<file path="src/rtl/load_store_unit.sv">
// Load/store unit: one request at a time, big-endian 32-bit data memory, sub-word stores by
// read-modify-write. Define LSU_MISALIGN_TRAP_EN to report misaligned requests as errors.
module load_store_unit #(
  parameter int unsigned ADDR_WIDTH = 10
) (
  input  logic                  clk,
  input  logic                  rst,
  input  logic                  req_valid,
  output logic                  req_ready,
  input  logic                  req_we,
  input  logic [1:0]            req_size,
  input  logic                  req_signed,
  input  logic [ADDR_WIDTH-1:0] req_addr,
  input  logic [31:0]           req_wdata,
  output logic                  resp_valid,
  output logic [31:0]           resp_rdata,
  output logic                  resp_err,
  output logic                  mem_read,
  output logic                  mem_write,
  output logic [ADDR_WIDTH-1:0] mem_addr,
  output logic [31:0]           mem_wdata,
  input  logic [31:0]           mem_rdata
);

  localparam logic [1:0] StIdle = 2'd0;
  localparam logic [1:0] StRd   = 2'd1;
  localparam logic [1:0] StWr   = 2'd2;
  localparam logic [1:0] StResp = 2'd3;

  logic [1:0]            state_q, state_d;
  logic                  we_q;
  logic [1:0]            size_q;
  logic                  signed_q;
  logic [ADDR_WIDTH-1:0] addr_q;
  logic [31:0]           wdata_q;
  logic [31:0]           word_q;

  logic                  mis;
  logic [1:0]            off;
  logic [ADDR_WIDTH-1:0] access_addr;
  logic [7:0]            lane_byte;
  logic [15:0]           lane_half;
  logic [31:0]           load_ext;
  logic [31:0]           merged;
  logic [31:0]           store_word;
  logic                  err;

  // Misalignment is judged from the registered request.
  assign mis = ((size_q == 2'b01) && addr_q[0]) || (size_q[1] && (addr_q[1:0] != 2'b00));

  // Misaligned accesses (when not trapped) use the raw address at lane offset 0.
  assign off         = mis ? 2'b00 : addr_q[1:0];
  assign access_addr = mis ? addr_q : {addr_q[ADDR_WIDTH-1:2], 2'b00};

`ifdef LSU_MISALIGN_TRAP_EN
  logic req_mis;
  assign req_mis = ((req_size == 2'b01) && req_addr[0]) ||
                   (req_size[1] && (req_addr[1:0] != 2'b00));
  assign err     = mis;
`else
  assign err     = 1'b0;
`endif

  always_comb begin
    state_d = state_q;
    unique case (state_q)
      StIdle: begin
        if (req_valid) begin
          if (req_we && req_size[1]) state_d = StWr;
          else                       state_d = StRd;
`ifdef LSU_MISALIGN_TRAP_EN
          if (req_mis) state_d = StResp;
`endif
        end
      end
      StRd:    state_d = we_q ? StWr : StResp;
      StWr:    state_d = StResp;
      default: state_d = StIdle;
    endcase
  end

  always_ff @(posedge clk) begin
    if (rst) begin
      state_q  <= StIdle;
      we_q     <= 1'b0;
      size_q   <= 2'b00;
      signed_q <= 1'b0;
      addr_q   <= '0;
      wdata_q  <= 32'h0;
      word_q   <= 32'h0;
    end else begin
      state_q <= state_d;
      if (state_q == StIdle && req_valid) begin
        we_q     <= req_we;
        size_q   <= req_size;
        signed_q <= req_signed;
        addr_q   <= req_addr;
        wdata_q  <= req_wdata;
      end
      if (state_q == StRd) word_q <= mem_rdata;
    end
  end

  // Lane selection: offset 0 is the most significant byte (big-endian).
  always_comb begin
    case (off)
      2'd0:    lane_byte = word_q[31:24];
      2'd1:    lane_byte = word_q[23:16];
      2'd2:    lane_byte = word_q[15:8];
      default: lane_byte = word_q[7:0];
    endcase
    lane_half = off[1] ? word_q[15:0] : word_q[31:16];
    case (size_q)
      2'b00:   load_ext = {{24{signed_q & lane_byte[7]}}, lane_byte};
      2'b01:   load_ext = {{16{signed_q & lane_half[15]}}, lane_half};
      default: load_ext = word_q;
    endcase
  end

  always_comb begin
    merged = word_q;
    if (size_q == 2'b00) begin
      case (off)
        2'd0:    merged[31:24] = wdata_q[7:0];
        2'd1:    merged[23:16] = wdata_q[7:0];
        2'd2:    merged[15:8]  = wdata_q[7:0];
        default: merged[7:0]   = wdata_q[7:0];
      endcase
    end else if (size_q == 2'b01) begin
      if (off[1]) merged[15:0]  = wdata_q[15:0];
      else        merged[31:16] = wdata_q[15:0];
    end
    store_word = size_q[1] ? wdata_q : merged;
  end

  always_comb begin
    req_ready  = (state_q == StIdle);
    mem_read   = (state_q == StRd);
    mem_write  = (state_q == StWr) && !rst;
    mem_addr   = ((state_q == StRd) || (state_q == StWr)) ? access_addr : '0;
    mem_wdata  = (state_q == StWr) ? store_word : 32'h0;
    resp_valid = (state_q == StResp);
    resp_err   = (state_q == StResp) && err;
    resp_rdata = ((state_q == StResp) && !we_q && !err) ? load_ext : 32'h0;
  end

endmodule

</file>
<file path="config.mk">
export PLATFORM = sky130hd
export DESIGN_NAME = load_store_unit
export DESIGN_NICKNAME = d
export VERILOG_FILES = /design/src/rtl/load_store_unit.sv
export SDC_FILE = /design/constraint.sdc
export NUM_CORES = 1
export LEC_CHECK = 0
export ABC_AREA = 1
export BUFFER_PORTS_ARGS = -buffer_cell sky130_fd_sc_hd__buf_2
export CORE_MARGIN = 2
export CORE_UTILIZATION = 45
export DETAILED_ROUTE_END_ITERATION = 12
export MAX_ROUTING_LAYER = met4
export PLACE_DENSITY = 0.76
export SYNTH_ARGS = -nofsm -noshare
export SYNTH_HDL_FRONTEND = slang
export SYNTH_SLANG_ARGS = --single-unit
</file>
<file path="constraint.sdc">
create_clock -name clk -period 1.5 [get_ports clk]
set_input_delay 0.075 -clock clk [delete_from_list [all_inputs] [get_ports clk]]
set_output_delay 0.075 -clock clk [all_outputs]
set_load 0.005 [all_outputs]
</file>
* Yosys cells after proc, flatten, opt, wreduce, memory -nomap -nowiden
Index checks and enable logic that the tools add are counted.
** Cells by class
- Equal/unequal tests :: 7
- Multiplexer cells :: 21
- Bitwise gates (word level) :: 2
- Reductions and logical operators :: 15
** Operator list (count)
- 32-bit 2-to-1 mux :: 5
- 32-bit one-hot mux with 2 select lines :: 1
- 16-bit 2-to-1 mux :: 3
- 8-bit 2-to-1 mux :: 4
- 8-bit one-hot mux with 3 select lines :: 1
- 10-bit 2-to-1 mux :: 1
- 2-bit 2-to-1 mux :: 4
- 2-bit by 1-bit equality test with 1-bit output, second input constant :: 3
- 2-bit equality test, second input constant :: 3
- 1-bit logical AND :: 6
- 2-bit logical NOT :: 3
- 2-bit one-hot mux with 3 select lines :: 1
- 3-bit OR reduction :: 1
- 1-bit bitwise AND :: 2
- 1-bit logical NOT :: 2
- 1-bit logical OR :: 2
- 2-bit inequality test, second input constant :: 1
- 2-bit nonzero test :: 1
- 1-bit 2-to-1 mux :: 1
** Storage, ports and cells
- Register bits after elaboration :: 80
- Input port bits :: 81
- Output and inout port bits :: 79
- Logic and storage cells :: 52

* Logic depth before layout (Yosys ltp)
- Depth after elaboration :: 10
- Gate-level depth with buffers :: 11
- Gate-level depth less buffers :: 9

* Worst setup path after synthesis
OpenSTA, ideal clock, no wires.
- Path kind :: reg-to-reg
- Start point :: register state_q[0]
- End point :: register wdata_q[21]
- Setup time :: 0.070 ns
- Arrival :: 1.540 ns
- Slack :: -0.111 ns
- Cell stages (with the launch flop) :: 8
- Buffers on the path :: 2
- Path through :: dfxtp_1 > inv_1 > ha_1 > nand2_1 > clkbuf_1 > clkbuf_1 > nand2_1 > a21oi_1
** Between the ends
- Word-level cells in the longest chain between the ends :: 2
** RTL lines
- start: declaration :: line 30 : logic [1:0] state_q, state_d;
- start signal: assignment :: line 84 : state_q <= StIdle;
- start signal: assignment :: line 92 : state_q <= state_d;
- 2-bit logical NOT
- net req_ready :: line 9 : output logic req_ready,
- 1-bit logical AND :: line 93 : if (state_q == StIdle && req_valid) begin
- end signal: assignment :: line 98 : wdata_q <= req_wdata;
- end: declaration :: line 35 : logic [31:0] wdata_q;
The timed path passes the listed nets, and every way through them passes these cells.
A chain may end at the register's enable or synchronous reset.

* Worst setup path in the final report
- Start point :: register size_q[1]
- End point :: output resp_rdata[12]
** Between the ends
- Word-level cells in the longest chain between the ends :: 9
- Elaborated cells between the ends (all ways) :: 14
- Those cells by class :: eq/ne (3); mux (5); bitwise (1); reduce/logical (5)
** RTL lines
- start: declaration :: line 32 : logic [1:0] size_q;
- start signal: assignment :: line 95 : size_q <= req_size;
- 2-bit by 1-bit equality test with 1-bit output :: line 49, 113
- 1-bit logical AND :: line 49 : assign mis = ((size_q == 2'b01) && addr_q[0]) || (size_q[1] && (addr_q[1:0] != 2'b00));
- 1-bit logical OR :: line 49
- 2-bit 2-to-1 mux :: line 52 : assign off = mis ? 2'b00 : addr_q[1:0];
- 2-bit equality test, or another cell as far along :: line 106 : case (off)
- 8-bit one-hot mux with 3 select lines :: line 106
- 1-bit bitwise AND :: line 114 : 2'b00: load_ext = {{24{signed_q & lane_byte[7]}}, lane_byte};
- 32-bit one-hot mux with 2 select lines (*) :: line 113 : case (size_q)
- 32-bit 2-to-1 mux (*) :: line 144 : resp_rdata = ((state_q == StResp) && !we_q && !err) ? load_ext : 32'h0;
- end: declaration :: line 16 : output logic [31:0] resp_rdata,
Every way passes the cells marked *; elsewhere a longest branch is shown, timed or not.

==> impl_metrics.toml <==
[outcome]
status = "complete, but fails checks"
violations = "setup timing"

[hold_path]
min_from = "mem_rdata[30]"
whs_path_depth = 3
hold_path_class = "in -> reg"
min_to = "word_q[30]$_SDFFE_PP0P_"

[synthesis]
ys_seq_elements = 80
ys_seq_area_frac = 0.3525
synthTopCellsByArea = "dfxtp_1 35%, a21oi_1 11%, nand2_1 11%"
syn_area_per_cell_um2 = 6.721
ys.flop_type = "dfxtp_1"
synth.cells.most_frequent = "131 x nand2_1, 103 x a21oi_1, 82 x nor2_1"
synth_top_area_cell = "dfxtp_1"
netlist_instances = 676
synth_cell_types = 34
syn_nets = 761
synth.top_cell.area_share = 0.3525
yosys_warnings = 0
synth_area_um2 = 4543
synth.most_common_cell = "nand2_1"
synth-edff-count = 0
synthArstFlopShare = 0

[global_routing]
grt_max_degree = 34
grt_pass1_vias = 5927
overflow = 0
antenna_found_initial = 0
track_usage = 0.3527
grt_pass1_wl_um = 29740

[placed_design]
io_buffers = 158
place_hpwl_um = 12440
routabilityCongestion = 0.9481

[sta]
fin_skew_ps = 11.51
setup_slack_ps = -639.4
min_period_over_period = 1.426
drv_slew = 0
setup_viol = 81
holdWs_ps = 9.895
grt_setup_unrepaired = "true"
hold_viol = 0
setup_tns_ps = -35060
fmax_mhz = 467.4
tightest_slew_ps = 557.0
fin_crit_ps = 2139
max-slew-margin-rel = 0.6287

[clock_tree]
cts_buffer_depth = 2
cts_root_buffer = "clkbuf_8"
cts_tree = "yes"
clkSinkCount = 80
cts_buffers = 9
clk_latency_ps = 390
cts_max_level = 3
clk_pin_slew_ps = 100

[finish]
multi_input_area_um2 = 3139
fin_nets = 1045
synthToLayoutAreaGrowth_pct = 77.66
layout-drive-gt1-share = 0.4301
antenna_cells = 0
final_core_util = 0.8258
n_fill_cell = 573
seq_area_um2 = 1622

[critical_path]
cp_num_buf_inv = 3
end_kind = "primary output"
path_delay_family = "simple AND/OR/NAND/NOR gates"
r2r_cells = 9
rrSetupSlack_ps = -200
cp_max_fo = 7
timing.rr.start = "state_q[0]$_SDFFE_PP0P_"
critPathLaunchType = "register"
cpMaxStageDelayCell = "dfxtp_4"
crit_cells = 10
max_stage_delay_ps = 400
r2r-end = "we_q$_SDFFE_PP0P_"
path_cells = "nor2_4 > nand3_1 > nand2_1 > nor2_1 > nand2_2 > buf_4 > nand3_2 > buf_6 > a21oi_2 > buf_2"
crit_arrival_ps = 2060
crit_type = "reg -> out"
worstPathRequired_ps = 1420

[routing]
dr.pass1.iters = 6
vias = 6613
postRouteWirelength_um = 23120
drtIter0Drc = 733
post_drt_wl_per_cell_um = 21.06
route.antenna.remaining_nets = 0
drc_errors = 0
routed_via_density = 6.023

[die]
initial_core_util = 0.4648
num_rows = 36
core_um2 = 9774
ios = 160
die_h_um = 104.5
die-width_um = 104.5
die_area_um2 = 10920

[flow_run]
drv_cap = 0

[pwr]
p_leak_nw = 3.489
power_per_cell_area_nw_per_um2 = 1619
ir_worst_vdd_mv = 0.9869
[timing repair]
| action | in CTS | in global routing |
|---|---|---|
| hold buffers | 73 | 0 |
| setup endpoints to repair | 100 | 103 |
| endpoints found under the hold margin | 73 | 0 |
| setup buffers | 15 | 12 |
| pin swaps | 22 | 43 |
| resized for setup | 106 | 160 |
| gates cloned | 0 | 8 |
[sequential cells by signal (all words and copies together), names as in the netlist]
name,cells
we_q,1
state_q,2
addr_q,10
wdata_q,32
size_q,2
signed_q,1
word_q,32
[worst max path at each step]
stage / startpoint / endpoint / slack [ps]
finish: size_q[1]$_SDFFE_PP0P_ / resp_rdata[12] / -640
global route: addr_q[0]$_SDFFE_PP0P_ / resp_rdata[27] / -680
CTS: size_q[1]$_SDFFE_PP0P_ / resp_rdata[25] / -420
detailed placement: size_q[1]$_SDFFE_PP0P_ / resp_rdata[17] / -170
global placement: size_q[0]$_SDFFE_PP0P_ / resp_rdata[31] / -120
floorplan: size_q[0]$_SDFFE_PP0P_ / resp_rdata[21] / 5
[metrics by stage]
step,worst slack [ps],power (mW),std cells,cell area (um2)
global route,-675.6,13.56,1098,8071
detailed placement,-174.0,8.205,978,5823
floorplan,5.269,6.184,676,4556
global placement,-123.4,8.095,978,5823
CTS,-422.4,10.78,1080,7219
finish,-639.4,13.07,1098,8071
[per-layer routing]
layer	wire length, um	GRT usage	up-vias
li1	-	-	2865
met1	8188	0.4332	3046
met2	11140	0.5868	550
met3	2255	0.05075	152
met4	1531	0.1332	0
met5	0	-	-
[kinds of logic after synthesis]
logic type | Yosys count | synth area share
compound gates | 243 | 0.3170
simple gates | 242 | 0.2223
buf+inv | 106 | 0.09639
flops | 80 | 0.3525
fa+ha+maj | 4 | 0.01102
other cells | 1 | 0.0008254
[power by group]
group	total [mW]	internal, mW	switching [mW]
clock network	1.63	0.745	0.886
registers	3.53	2.77	0.767
logic	7.91	3.39	4.52
total	13.1	6.90	6.17
[tightest hold or removal path, cell delays in order]
cell and delay, ps:
buf_2 80, nor2_1 40, a211oi_1 140
[layout by cell type, fill, tap and decap left out, types with 2 or more instances in the layout]
master / count
buf_2: 151
nand2_1: 108
a21oi_1: 74
dfxtp_1: 74
dlygate4sd3_1: 73
nor2_1: 63
o21ai_0: 38
inv_1: 36
buf_6: 35
buf_4: 34
a211oi_1: 32
a21oi_2: 28
nor2_2: 21
o21ai_1: 21
buf_12: 18
nand2_4: 12
o211ai_1: 12
clkbuf_8: 12
nor2_4: 11
inv_4: 10
a211oi_2: 10
inv_2: 9
nand2_2: 9
o221ai_2: 8
nand3_1: 7
o22ai_1: 7
nand2_8: 5
dfxtp_4: 5
clkbuf_16: 5
ha_4: 4
buf_8: 4
nand3_2: 3
o21ai_4: 3
clkinvlp_4: 3
inv_8: 2
nand3_4: 2
o22ai_2: 2
o21a_1: 2
inv_6: 2
[layout make-up]
class | count | area share
multi-input combinational | 490 | 0.3889
inverter | 57 | 0.03162
clock inverter | 3 | 0.002945
sequential | 80 | 0.2009
timing repair buffer | 320 | 0.3322
clock buffer | 13 | 0.02093
timing repair inverter | 2 | 0.001860
tap | 133 | 0.02062
(Power assumes the default switching activity.)
